`config.mk`:
```
export PLATFORM = sky130hd
export DESIGN_NAME = ram_wr_sequencer_flat
export DESIGN_NICKNAME = d
export VERILOG_FILES = /design/src/rtl/ram_wr_sequencer_if.sv /design/src/rtl/ram_wr_sequencer.sv /design/src/flat_wrapper.sv
export SDC_FILE = /design/constraint.sdc
export NUM_CORES = 1
export LEC_CHECK = 0
export CAP_MARGIN = 30
export CORE_AREA = 3 3 108 110
export DETAILED_ROUTE_END_ITERATION = 16
export DIE_AREA = 0 0 111 113
export DONT_BUFFER_PORTS = 1
export HOLD_SLACK_MARGIN = 0.15
export PLACE_DENSITY_LB_ADDON = 0.1
export SLEW_MARGIN = 40
export SYNTH_ARGS = -nofsm -noshare
export SYNTH_HDL_FRONTEND = slang
export SYNTH_SLANG_ARGS = --single-unit
```
`constraint.sdc`:
```
create_clock -name clk -period 2.5 [get_ports clk]
set_input_delay 0.25 -clock clk [delete_from_list [all_inputs] [get_ports clk]]
set_output_delay 0.25 -clock clk [all_outputs]
set_load 0.005 [all_outputs]
```
`src/rtl/ram_wr_sequencer_if.sv`:
```
// Write-side bus of ram_wr_sequencer: two valid/ready requesters in,
// registered RAM write port out.
interface ram_wr_sequencer_if #(
    parameter int ADDR_WIDTH = 16,
    parameter int DATA_WIDTH = 64
);
    logic                  w0_valid;
    logic                  w0_ready;
    logic [ADDR_WIDTH-1:0] w0_addr;
    logic [DATA_WIDTH-1:0] w0_data;

    logic                  w1_valid;
    logic                  w1_ready;
    logic [ADDR_WIDTH-1:0] w1_addr;
    logic [DATA_WIDTH-1:0] w1_data;

    logic [ADDR_WIDTH-1:0] b_addr;
    logic                  b_we;
    logic [DATA_WIDTH-1:0] b_wrdata;

    // Sequencer side
    modport slave (
        input  w0_valid, w0_addr, w0_data,
        input  w1_valid, w1_addr, w1_data,
        output w0_ready, w1_ready,
        output b_addr, b_we, b_wrdata
    );

    // Requester / RAM side
    modport master (
        output w0_valid, w0_addr, w0_data,
        output w1_valid, w1_addr, w1_data,
        input  w0_ready, w1_ready,
        input  b_addr, b_we, b_wrdata
    );
endinterface

```
`src/rtl/ram_wr_sequencer.sv`:
```
// RAM write-port sequencer: sweeps every location with INIT_VALUE after
// reset or on clear_req, then arbitrates two requesters round-robin onto
// a registered write port.
module ram_wr_sequencer #(
    parameter int                  ADDR_WIDTH = 16,
    parameter int                  DATA_WIDTH = 64,
    parameter logic [DATA_WIDTH-1:0] INIT_VALUE = '0,
    parameter bit                  DO_INIT    = 1'b1
) (
    input  logic                  clk,
    input  logic                  rstn,
    input  logic                  clear_req,
    output logic                  init_done,
    ram_wr_sequencer_if.slave     bus
);

    typedef enum logic { ST_INIT, ST_RUN } state_t;

    state_t                r_state;
    logic [ADDR_WIDTH-1:0] r_cnt;
    logic                  r_prio;
    logic                  r_init_done;
    logic [ADDR_WIDTH-1:0] r_b_addr;
    logic                  r_b_we;
    logic [DATA_WIDTH-1:0] r_b_wrdata;

    logic                  w_grant_ok;
    logic                  w_hs0;
    logic                  w_hs1;

    // Grants are only offered in RUN and never while a clear is pending,
    // so a handshake and a clear can never coincide.
    assign w_grant_ok   = (r_state == ST_RUN) && !clear_req;
    assign bus.w0_ready = w_grant_ok && bus.w0_valid && (!bus.w1_valid || !r_prio);
    assign bus.w1_ready = w_grant_ok && bus.w1_valid && (!bus.w0_valid ||  r_prio);
    assign w_hs0        = bus.w0_valid && bus.w0_ready;
    assign w_hs1        = bus.w1_valid && bus.w1_ready;

    assign init_done    = r_init_done;
    assign bus.b_addr   = r_b_addr;
    assign bus.b_we     = r_b_we;
    assign bus.b_wrdata = r_b_wrdata;

    // Sweep / arbitration FSM with registered write-port outputs
    always_ff @(posedge clk or negedge rstn) begin
        if (!rstn) begin
            r_state     <= DO_INIT ? ST_INIT : ST_RUN;
            r_init_done <= !DO_INIT;
            r_cnt       <= '0;
            r_prio      <= 1'b0;
            r_b_addr    <= '0;
            r_b_we      <= 1'b0;
            r_b_wrdata  <= '0;
        end else begin
            case (r_state)
                ST_INIT: begin
                    r_b_we     <= 1'b1;
                    r_b_addr   <= r_cnt;
                    r_b_wrdata <= INIT_VALUE;
                    // Counter wraps to zero naturally after the last address.
                    r_cnt      <= r_cnt + ADDR_WIDTH'(1);
                    if (r_cnt == '1) begin
                        r_state     <= ST_RUN;
                        r_init_done <= 1'b1;
                    end
                end
                ST_RUN: begin
                    if (clear_req) begin
                        r_state     <= ST_INIT;
                        r_init_done <= 1'b0;
                        r_cnt       <= '0;
                        r_b_we      <= 1'b0;
                    end else if (w_hs0) begin
                        r_b_we     <= 1'b1;
                        r_b_addr   <= bus.w0_addr;
                        r_b_wrdata <= bus.w0_data;
                        r_prio     <= 1'b1;
                    end else if (w_hs1) begin
                        r_b_we     <= 1'b1;
                        r_b_addr   <= bus.w1_addr;
                        r_b_wrdata <= bus.w1_data;
                        r_prio     <= 1'b0;
                    end else begin
                        r_b_we <= 1'b0;
                    end
                end
                default: r_state <= ST_INIT;
            endcase
        end
    end

endmodule

```
`src/flat_wrapper.sv`:
```
// flat-port wrapper written by rule: the top's interface ports become plain ports
module ram_wr_sequencer_flat 
#(
    parameter int                  ADDR_WIDTH = 16,
    parameter int                  DATA_WIDTH = 64,
    parameter logic [DATA_WIDTH-1:0] INIT_VALUE = '0,
    parameter bit                  DO_INIT    = 1'b1
)
  (clk, rstn, clear_req, init_done, bus_w0_valid, bus_w0_addr, bus_w0_data, bus_w1_valid, bus_w1_addr, bus_w1_data, bus_w0_ready, bus_w1_ready, bus_b_addr, bus_b_we, bus_b_wrdata);
  ram_wr_sequencer_if #(.ADDR_WIDTH(ADDR_WIDTH), .DATA_WIDTH(DATA_WIDTH)) bus_i ();
  input  logic clk;
  input  logic rstn;
  input  logic clear_req;
  output logic init_done;
  input wire logic [$bits(bus_i.w0_valid)-1:0] bus_w0_valid;
  input wire logic [$bits(bus_i.w0_addr)-1:0] bus_w0_addr;
  input wire logic [$bits(bus_i.w0_data)-1:0] bus_w0_data;
  input wire logic [$bits(bus_i.w1_valid)-1:0] bus_w1_valid;
  input wire logic [$bits(bus_i.w1_addr)-1:0] bus_w1_addr;
  input wire logic [$bits(bus_i.w1_data)-1:0] bus_w1_data;
  output wire logic [$bits(bus_i.w0_ready)-1:0] bus_w0_ready;
  output wire logic [$bits(bus_i.w1_ready)-1:0] bus_w1_ready;
  output wire logic [$bits(bus_i.b_addr)-1:0] bus_b_addr;
  output wire logic [$bits(bus_i.b_we)-1:0] bus_b_we;
  output wire logic [$bits(bus_i.b_wrdata)-1:0] bus_b_wrdata;
  assign bus_i.w0_valid = bus_w0_valid;
  assign bus_i.w0_addr = bus_w0_addr;
  assign bus_i.w0_data = bus_w0_data;
  assign bus_i.w1_valid = bus_w1_valid;
  assign bus_i.w1_addr = bus_w1_addr;
  assign bus_i.w1_data = bus_w1_data;
  assign bus_w0_ready = bus_i.w0_ready;
  assign bus_w1_ready = bus_i.w1_ready;
  assign bus_b_addr = bus_i.b_addr;
  assign bus_b_we = bus_i.b_we;
  assign bus_b_wrdata = bus_i.b_wrdata;
  ram_wr_sequencer #(.ADDR_WIDTH(ADDR_WIDTH), .DATA_WIDTH(DATA_WIDTH), .INIT_VALUE(INIT_VALUE), .DO_INIT(DO_INIT)) u_core (.clk(clk), .rstn(rstn), .clear_req(clear_req), .init_done(init_done), .bus(bus_i));
endmodule
```
==> results.py, run 1 <==
metrics = {
    "floorplan": {
        "rows": 38,
        "initial_core_utilization_pct": 45.7,
        "pin_count": 249,
        "die_height_um": 113,
        "die_width_um": 111,
    },
    "synth": {
        "synth_area_per_cell_sq_um": 10.5,
        "synth.yosys.seq_area_share_pct": 50.7,
        "synth.ff_latch_count": 100,
        "mappedNetlistArea_sq_um": 4930,
        "yosysWarningCount": 0,
        "synth.area.top_cells": "dfrtp_1 51%, mux2i_1 18%, nand3_1 8.6%",
        "post-synth-top-area-cell": "dfrtp_1",
        "synth_fp_nets": 635,
        "yosys.cell_types.count": 31,
        "synth_largest_type_area_fraction_pct": 50.7,
        "post_synth_inst_count": 469,
    },
    "clock_network": {
        "clock_path_buffers": 2,
        "clk_root_buffer_cell": "clkbuf_8",
        "cts.sinks": 100,
        "h-tree-depth": 3,
        "cts_hold_buffers": 119,
        "cts_buffers": 9,
        "postCtsSetupRepairBufs": 0,
        "cts_resized": 0,
    },
    "outcome": {
        "outcome": "stopped before the end",
        "error_message": "[ERROR RSZ-0060] Max buffer count reached.",
        "failed_at": "4_1_cts",
    },
    "placement": {
        "finalWeightedCongestion": 0.765,
        "dpl.hpwl_mm": 8.56,
        "port_buffers": 0,
    },
}
## stage by stage
step	util, %	setup WS (ns)	cells	hold WS [ns]	instance area [sq um]
after floorplan	-	1.10	469	-0.0456	4930
after global placement	46.1	0.327	578	-0.0420	4980
after detailed placement	46.1	0.278	578	-0.0418	4980
## Yosys cell counts, drive strengths merged
library cell and count:
nand4 3, nor2b 2, mux2i 87, clkbuf 16
mux2 1, ha 1, a21oi 2, o22a 1
and3 3, and4b 1, and4 3, o21ai 68
o21a 1, nand2 25, nand2b 1, inv 17
xor2 1, xnor2 4, buf 23, a31oi 2
dfrtp 100, o21bai 1, o22ai 6, o221ai 14
nand3 86
## cell families after synthesis
family | count (synthesis) | synth area share (%)
multiplexers | 88 | 18.0
buffers and inverters | 56 | 6.22
XOR/XNOR | 5 | 0.888
adder cells (fa/ha/maj) | 1 | 0.254
flip-flops | 100 | 50.7
AND/OR/NAND/NOR | 124 | 12.8
AO/OA/AOI/OAI | 95 | 11.2
==> inputs of run 2 (changes only) <==
--- a/config.mk
+++ b/config.mk
@@ -6,12 +6,11 @@
 export NUM_CORES = 1
 export LEC_CHECK = 0
 export CAP_MARGIN = 30
-export CORE_AREA = 3 3 108 110
+export CORE_AREA = 3 3 131 133
 export DETAILED_ROUTE_END_ITERATION = 16
-export DIE_AREA = 0 0 111 113
+export DIE_AREA = 0 0 134 136
 export DONT_BUFFER_PORTS = 1
-export HOLD_SLACK_MARGIN = 0.15
-export PLACE_DENSITY_LB_ADDON = 0.1
+export PLACE_DENSITY_LB_ADDON = 0.15
 export SLEW_MARGIN = 40
 export SYNTH_ARGS = -nofsm -noshare
 export SYNTH_HDL_FRONTEND = slang
==> results.py, run 2 <==
metrics = {
    "clock_network": {
        "cts.clk_slew.worst_paths_ns": 0.07,
        "tritoncts": "yes",
        "cts_buffers": 9,
        "clock_path_buffers": 2,
        "clk_root_buffer_cell": "clkbuf_16",
        "cts_hold_buffers": 2,
        "cts.sinks": 100,
        "worstSkewPairLatency_ns": 0.34,
        "h-tree-depth": 3,
    },
    "hold_path": {
        "class_of_the_tightest_hold_or_removal_check": "primary input to async pin",
    },
    "timing": {
        "tns_ns": 0,
        "rsz0062_at_grt": "no",
        "final.period_utilization_pct": 72.8,
        "period_needed_ns": 1.82,
        "worst_slew_pin_slew_ns": 0.787,
        "maxSlewHeadroom_pct": 47.5,
        "final.hold.worst_slack_ns": -0.398,
        "clock-skew-final_ns": 0.00892,
        "final_hold_vios": 100,
        "finalSetupViolCount": 0,
        "maxSlewViolCount": 0,
        "max_freq_mhz": 549,
    },
    "power_and_ir_drop": {
        "irDropWorstVdd_v": 0.000307,
        "total_power_mw": 3.90,
        "cellLeakagePower_nw": 2.83,
        "p_per_area_nw_per_um2": 716,
    },
    "synth": {
        "yosysWarningCount": 0,
        "synth_flop_type": "dfrtp_1",
        "synth-async-reset-ratio_pct": 100,
        "synth_largest_type_area_fraction_pct": 50.7,
        "synth.area.top_cells": "dfrtp_1 51%, mux2i_1 18%, nand3_1 8.6%",
        "synth_fp_nets": 635,
        "post_synth_inst_count": 469,
        "synth.yosys.seq_area_share_pct": 50.7,
        "post-synth-top-area-cell": "dfrtp_1",
        "yosys.cell_count.top_type": "dfrtp_1",
        "synth_edf_count": 0,
        "mappedNetlistArea_sq_um": 4930,
        "synth_area_per_cell_sq_um": 10.5,
        "post_synth_most_frequent_cells": "100 x dfrtp_1, 87 x mux2i_1, 85 x nand3_1, 67 x o21ai_0, 25 x nand2_1",
        "yosys.cell_types.count": 31,
        "synth.ff_latch_count": 100,
    },
    "floorplan": {
        "die-area_sq_um": 18200,
        "die_height_um": 136,
        "placeable_core_region_sq_um": 15900,
        "rows": 46,
        "die_width_um": 134,
        "initial_core_utilization_pct": 30.9,
        "pin_count": 249,
    },
    "routing": {
        "drt.antenna.violating_nets": 0,
        "first_pass_iters": 5,
        "drt_wl_total_mm": 12.7,
        "vias": 3444,
        "detail_route.vias_per_cell": 5.13,
        "route.detailed.wl_per_inst_um": 18.9,
        "drtIter0Drc": 162,
        "drc": 0,
    },
    "worst_setup_path": {
        "crit_required_ns": 2.76,
        "worst-path-buf-inv": 2,
        "cp-end-kind": "register",
        "timing.critical_path.cells": "buf_4 > buf_4 > nand3_1 > o21ai_0",
        "critical-path-top-delay-family": "buffers and inverters",
        "crit-reg2reg-launch": "u_core.r_state",
        "max_stage_delay_ns": 0.67,
        "path_max_fanout": 77,
        "cp.arrival_ns": 2.08,
        "critical_path_s_slowest_cell": "buf_4",
        "path_common_cell": "buf_4",
        "crit_path_category": "register to register",
        "start_kind": "register",
        "critical_path.startpoint": "u_core.r_state",
    },
    "placement": {
        "dpl.hpwl_mm": 8.92,
        "finalWeightedCongestion": 0.759,
        "port_buffers": 0,
    },
    "global_routing": {
        "grt_max_degree": 101,
        "first_global_vias": 3446,
        "grt_pass1_wl_mm": 19.3,
        "number_of_antenna_violations_at_the_first_check_in_global_routing": 0,
        "grt_overflow_total": 0,
        "grt.total_usage_pct": 13.5,
    },
    "outcome": {
        "violations": "negative hold slack",
        "outcome": "finished with violations",
    },
    "run": {
        "max_cap_violations": 0,
    },
    "finish": {
        "postLayoutCoreUtil_pct": 34.2,
        "layout.cells.most_common": "dfrtp_1",
        "final_layout_size_suffix_gt1_share_pct": 6.36,
        "synthToLayoutAreaGrowth_pct": 10.6,
        "flip_flop_count_of_the_largest_register_all_copies_and_words_added": 64,
        "antenna_cells_inserted": 0,
        "mostFrequentLayoutCells": "99 x dfrtp_1, 87 x mux2i_1, 85 x nand3_1, 67 x o21ai_0, 25 x nand2_1",
        "finish.net_count": 617,
        "fill_cells": 1625,
    },
}
## run 2: cell counts after synthesis
Identical to the previous run, type by type.
## run 2: kinds of logic after synthesis
| family | count (synthesis) | synth area share, % |
|---|---|---|
| AO/OA/AOI/OAI | 95 | 11.2 |
| multiplexers | 88 | 18.0 |
| flip-flops | 100 | 50.7 |
| adder cells (fa/ha/maj) | 1 | 0.254 |
| AND/OR/NAND/NOR | 124 | 12.8 |
| buffers and inverters | 56 | 6.22 |
| XOR/XNOR | 5 | 0.888 |
## run 2: path summary, 6_finish.rpt
kind / to / slack [ns] / cells after the start
setup / recovery: u_core.bus.b_wrdata[36] / 0.68 / 4
hold / removal: u_core.bus.b_addr[10] / -0.40 / 0
setup reg to reg: u_core.bus.b_wrdata[36] / 0.68 / 4
hold reg to reg: u_core.r_cnt[15] / 0.51 / 1
max in group asynchronous: u_core.r_state / 2.63 / 0
min in group clk: u_core.r_prio / 0.10 / 2
## run 2: per-layer routing
metal	global-route usage [%]	vias to the layer above	share of wire, %	routed length (um)
li1	-	1662	-	-
met5	0	-	0	0
met2	23.9	126	53	6750
met4	5.66	0	1.8	229
met1	15.7	1642	39	4920
met3	3.22	14	6.1	774
## run 2: worst reg2reg max path, delay by kind of cell (launching register included)
kind                   cells  cell delay [ns]
buffers and inverters      2             1.00
DFF                        1             0.40
AOI/OAI and AO/OA          1             0.11
and+or+nand+nor            1             0.22
## run 2: layout make-up
class / instances / area (sq um) / share of cell area [%]
sequential: 100 / 2510 / 46.0
multi-input combinational: 313 / 2140 / 39.2
tap: 216 / 270 / 4.96
clock buffer: 10 / 239 / 4.38
timing repair buffer: 10 / 125 / 2.29
clock inverter: 6 / 111 / 2.04
inverter: 17 / 63.8 / 1.17
## run 2: timing repair
| item | 4_1_cts | 5_1_grt |
|---|---|---|
| endpoints found under the setup margin | 0 | 0 |
| buffers inserted | 0 | 0 |
| resized for setup | 0 | 0 |
| endpoints found under the hold margin | 107 | 100 |
## run 2: where the power goes
| group | total (mW) | leakage [nW] | internal [mW] | switching [mW] |
|---|---|---|---|---|
| Sequential | 1.93 | 1.34 | 1.77 | 0.165 |
| Combinational | 0.330 | 1.33 | 0.174 | 0.156 |
| Clock | 1.64 | 0.169 | 1.01 | 0.636 |
## run 2: per-stage QoR
stage               hold WS, ns  instance area [sq um]  std cells  worst slack [ns]
floorplan               -0.0456                   4930        469              1.10
global placement        -0.0402                   5070        653             0.674
detailed placement      -0.0397                   5080        654             0.672
CTS                      -0.423                   5450        672             0.667
global route             -0.427                   5450        672             0.505
finish                   -0.398                   5450        672             0.679
Note: power is estimated with default switching activity, not from simulation.
==> inputs of run 3 (changes only) <==
==> constraint.sdc (replaced) <==
create_clock -name clk -period 1.8 [get_ports clk]
set_input_delay 0.18 -clock clk [delete_from_list [all_inputs] [get_ports clk]]
set_output_delay 0.18 -clock clk [all_outputs]
set_load 0.005 [all_outputs]
==> results.py, run 3 (same netlist as run 2, synthesis figures left out) <==
metrics = {
    "timing": {
        "final_hold_vios": 100,
        "maxSlewViolCount": 0,
        "final.hold.worst_slack_ns": -0.474,
        "clock-skew-final_ns": 0.00978,
        "max_freq_mhz": 589,
        "worst_slew_pin_slew_ns": 0.616,
        "rsz0062_at_grt": "no",
        "tns_ns": 0,
        "final.period_utilization_pct": 94.4,
        "finalSetupViolCount": 0,
        "maxSlewHeadroom_pct": 58.7,
        "period_needed_ns": 1.70,
    },
    "placement": {
        "dpl.hpwl_mm": 9.29,
        "finalWeightedCongestion": 0.728,
        "port_buffers": 0,
    },
    "worst_setup_path": {
        "reg2regPathDepth": 4,
        "cp.arrival_ns": 1.52,
        "critical_path.startpoint": "u_core.r_state",
        "worst_setup_path_endpoint": "bus_w0_ready",
        "start_kind": "register",
        "crit_path_category": "register to primary output",
        "crit-reg2reg-capture": "u_core.bus.b_wrdata[40]",
        "crit_required_ns": 1.62,
        "crit-reg2reg-launch": "u_core.r_state",
        "reg2reg_slack_ns": 0.21,
        "path_max_fanout": 27,
        "cp-end-kind": "primary output",
    },
    "global_routing": {
        "number_of_antenna_violations_at_the_first_check_in_global_routing": 0,
        "first_global_vias": 3607,
        "grt_overflow_total": 0,
        "grt_pass1_wl_mm": 19.8,
        "grt.total_usage_pct": 13.9,
        "grt_max_degree": 101,
    },
    "routing": {
        "drt_wl_total_mm": 13.2,
        "first_pass_iters": 4,
        "drtIter0Drc": 169,
        "drt.antenna.violating_nets": 0,
        "vias": 3511,
        "detail_route.vias_per_cell": 5.19,
        "drc": 0,
        "route.detailed.wl_per_inst_um": 19.5,
    },
    "floorplan": {
        "die_height_um": 136,
        "placeable_core_region_sq_um": 15900,
        "pin_count": 249,
        "die-area_sq_um": 18200,
        "die_width_um": 134,
        "rows": 46,
        "initial_core_utilization_pct": 30.9,
    },
    "clock_network": {
        "cts.clk_slew.worst_paths_ns": 0.07,
        "clock_path_buffers": 2,
        "clk_root_buffer_cell": "clkbuf_16",
        "h-tree-depth": 3,
        "cts_hold_buffers": 2,
        "cts.sinks": 100,
        "tritoncts": "yes",
        "worstSkewPairLatency_ns": 0.35,
        "cts_resized": 0,
        "cts_buffers": 9,
        "postCtsSetupRepairBufs": 0,
    },
    "finish": {
        "finish.net_count": 621,
        "flip_flop_count_of_the_largest_register_all_copies_and_words_added": 64,
        "mostFrequentLayoutCells": "99 x dfrtp_1, 87 x mux2i_1, 85 x nand3_1, 67 x o21ai_0, 25 x nand2_1",
        "final_layout_size_suffix_gt1_share_pct": 6.96,
        "layout.area.seq_sq_um": 2510,
        "antenna_cells_inserted": 0,
        "multiInputGateArea_sq_um": 2140,
        "layout.cells.most_common": "dfrtp_1",
        "synthToLayoutAreaGrowth_pct": 10.4,
        "fill_cells": 1613,
    },
    "hold_path": {
        "class_of_the_tightest_hold_or_removal_check": "primary input to async pin",
    },
    "power_and_ir_drop": {
        "cellLeakagePower_nw": 2.83,
        "irDropWorstVdd_v": 0.000456,
        "p_per_area_nw_per_um2": 919,
    },
    "outcome": {
        "outcome": "finished with violations",
        "violations": "negative hold slack",
    },
    "run": {
        "max_cap_violations": 0,
    },
}
run 3: cell types whose count changed in the layout (fill, tap and decap cells not counted), sizes merged:
cell / before / now
buf: 8 / 12
bufinv: 3 / 0
clkbuf: 10 / 11
clkinv: 2 / 3
clkinvlp: 1 / 2
run 3: worst max-delay path, cell delays in order, from the launching register on:
cell and delay [ns]:
dfrtp_4 0.42, nor2b_4 0.27, nand3_4 0.17, buf_12 0.21, inv_1 0.09
run 3: how the worst min path moves through the flow:
stage	start	endpoint	slack, ns	cells past startpoint
4_1_cts	rstn	u_core.bus.b_addr[9]	-0.49	0
2_1_floorplan	rstn	u_core.bus.b_addr[0]	-0.12	0
5_1_grt	rstn	u_core.bus.b_wrdata[18]	-0.50	0
6_report	rstn	u_core.bus.b_addr[9]	-0.47	0
3_5_place_dp	rstn	u_core.bus.b_addr[9]	-0.11	0
3_3_place_gp	rstn	u_core.r_cnt[10]	-0.11	0
run 3: area by class of cell:
class,count,area share (%)
Sequential cell,100,46.0
Multi-Input combinational cell,313,39.3
Tap cell,216,4.97
Clock buffer,11,4.46
Timing Repair Buffer,14,3.40
Inverter,17,1.17
Clock inverter,5,0.690
run 3: through the flow:
stage	total power [mW]	setup WS (ns)	util (%)	std cells	cell area [sq um]
after floorplan	3.03	0.396	-	469	4930
after global placement	3.18	0.261	32.3	658	5140
after detailed placement	3.20	0.205	32.3	658	5140
after CTS	5.11	0.0670	34.1	676	5440
after global routing	5.30	0.00231	34.1	676	5440
final	5.00	0.101	34.1	676	5440
run 3: routing by layer:
| metal | vias to the layer above | track usage [%] | part of all wire, % |
|---|---|---|---|
| met5 | - | 0 | 0 |
| met4 | 0 | 6.17 | 2.2 |
| met3 | 15 | 3.92 | 7.3 |
| met2 | 143 | 23.9 | 52 |
| met1 | 1679 | 16.2 | 39 |
| li1 | 1674 | - | - |
run 3: where the power goes:
part           switching [mW]  internal [mW]
clock network           0.875          0.979
registers               0.217           2.45
logic                   0.227          0.253
==> inputs of run 4 (changes only) <==
==> constraint.sdc (replaced) <==
create_clock -name clk -period 2 [get_ports clk]
set_input_delay 0.2 -clock clk [delete_from_list [all_inputs] [get_ports clk]]
set_output_delay 0.2 -clock clk [all_outputs]
set_load 0.005 [all_outputs]
==> results.py, run 4 (same netlist as run 2, synthesis figures left out) <==
metrics = {
    "power_and_ir_drop": {
        "total_power_mw": 4.62,
        "p_per_area_nw_per_um2": 849,
        "cellLeakagePower_nw": 2.83,
        "irDropWorstVdd_v": 0.000547,
    },
    "placement": {
        "port_buffers": 0,
        "dpl.hpwl_mm": 9.01,
        "pre_cts_ws_ns": 0.302,
        "finalWeightedCongestion": 0.734,
    },
    "worst_setup_path": {
        "reg2regPathDepth": 5,
        "start_kind": "register",
        "crit_path_category": "register to primary output",
        "cp-end-kind": "primary output",
        "path_max_fanout": 27,
        "crit-reg2reg-capture": "u_core.bus.b_wrdata[46]",
        "max_stage_delay_ns": 0.48,
        "crit_required_ns": 1.80,
        "reg2reg_slack_ns": 0.32,
        "cp.arrival_ns": 1.57,
        "crit-reg2reg-launch": "u_core.r_state",
        "timing.critical_path.cells": "nor2b_4 > nand3_4 > buf_12 > inv_1",
        "critical_path_s_slowest_cell": "dfrtp_4",
    },
    "clock_network": {
        "cts.sinks": 100,
        "h-tree-depth": 3,
        "tritoncts": "yes",
        "postCtsSetupRepairBufs": 0,
        "cts_resized": 0,
        "cts.clk_slew.worst_paths_ns": 0.07,
        "worstSkewPairLatency_ns": 0.35,
        "cts_hold_buffers": 2,
        "clock_path_buffers": 2,
        "cts_buffers": 9,
        "clk_root_buffer_cell": "clkbuf_16",
    },
    "floorplan": {
        "die_height_um": 136,
        "die-area_sq_um": 18200,
        "placeable_core_region_sq_um": 15900,
        "pin_count": 249,
        "rows": 46,
        "initial_core_utilization_pct": 30.9,
        "die_width_um": 134,
    },
    "global_routing": {
        "grt_overflow_total": 0,
        "grt.total_usage_pct": 13.7,
        "first_global_vias": 3551,
        "grt_max_degree": 105,
        "number_of_antenna_violations_at_the_first_check_in_global_routing": 0,
        "grt_pass1_wl_mm": 19.6,
    },
    "hold_path": {
        "class_of_the_tightest_hold_or_removal_check": "primary input to async pin",
    },
    "timing": {
        "tns_ns": 0,
        "period_needed_ns": 1.77,
        "final.hold.worst_slack_ns": -0.450,
        "setup_ws_ns": 0.231,
        "max_freq_mhz": 565,
        "final_hold_vios": 100,
        "clock-skew-final_ns": 0.00510,
        "worst_slew_pin_slew_ns": 0.643,
        "maxSlewHeadroom_pct": 57.0,
        "final.period_utilization_pct": 88.5,
        "rsz0062_at_grt": "no",
        "finalSetupViolCount": 0,
        "maxSlewViolCount": 0,
    },
    "routing": {
        "drc": 0,
        "route.detailed.wl_per_inst_um": 19.1,
        "drt_wl_total_mm": 12.9,
        "vias": 3424,
        "drtIter0Drc": 173,
        "detail_route.vias_per_cell": 5.09,
        "first_pass_iters": 4,
        "drt.antenna.violating_nets": 0,
    },
    "finish": {
        "flip_flop_count_of_the_largest_register_all_copies_and_words_added": 64,
        "mostFrequentLayoutCells": "99 x dfrtp_1, 87 x mux2i_1, 85 x nand3_1, 67 x o21ai_0, 25 x nand2_1",
        "finish.net_count": 618,
        "layout.cells.most_common": "dfrtp_1",
        "synthToLayoutAreaGrowth_pct": 10.4,
        "antenna_cells_inserted": 0,
        "final_layout_size_suffix_gt1_share_pct": 6.35,
    },
    "outcome": {
        "outcome": "finished with violations",
        "violations": "negative hold slack",
    },
    "run": {
        "max_cap_violations": 0,
    },
}
-- run 4: how the worst max path moves through the flow --
stage	slack [ns]	cells after the start	startpoint	end
finish	0.23	4	u_core.r_state	bus_w0_ready
global route	0.10	4	u_core.r_state	bus_w0_ready
CTS	0.19	4	u_core.r_state	bus_w0_ready
detailed placement	0.30	5	u_core.r_state	u_core.bus.b_wrdata[46]
global placement	0.35	5	u_core.r_state	u_core.bus.b_wrdata[46]
floorplan	0.60	7	u_core.r_state	u_core.bus.b_addr[10]
-- run 4: power breakdown --
part           total, mW  internal (mW)  switching (mW)
logic              0.418          0.221           0.196
registers           2.41           2.21           0.205
clock network       1.79           1.04           0.754
-- run 4: metrics by stage --
step	cells	instance area, sq um	util [%]	hold WS, ns
3_5_place_dp	655	5120	32.1	-0.0903
5_1_grt	673	5440	34.1	-0.484
6_report	673	5440	34.1	-0.450
3_3_place_gp	655	5120	32.1	-0.0904
4_1_cts	673	5440	34.1	-0.476
2_1_floorplan	469	4930	-	-0.0956
-- run 4: per-layer routing --
layer  GRT usage (%)  wire (um)  up-vias
met5               0          0        -
met4            3.94        179        0
met3            5.29        837       13
met2            23.4       6710      125
met1            16.2       5130     1623
li1                -          -     1663
-- run 4: layout make-up --
class | count | area [sq um]
Timing Repair Buffer | 11 | 163
Sequential cell | 100 | 2510
Tap cell | 216 | 270
Inverter | 17 | 63.8
Clock inverter | 4 | 47.5
Fill cell | 1656 | 10500
Multi-Input combinational cell | 313 | 2140
Clock buffer | 12 | 256
-- run 4: critical path: cells and delay by family, from the launching register on --
kind	cells	cell delay [ns]
flops	1	0.48
simple gates	2	0.43
buf+inv	2	0.29
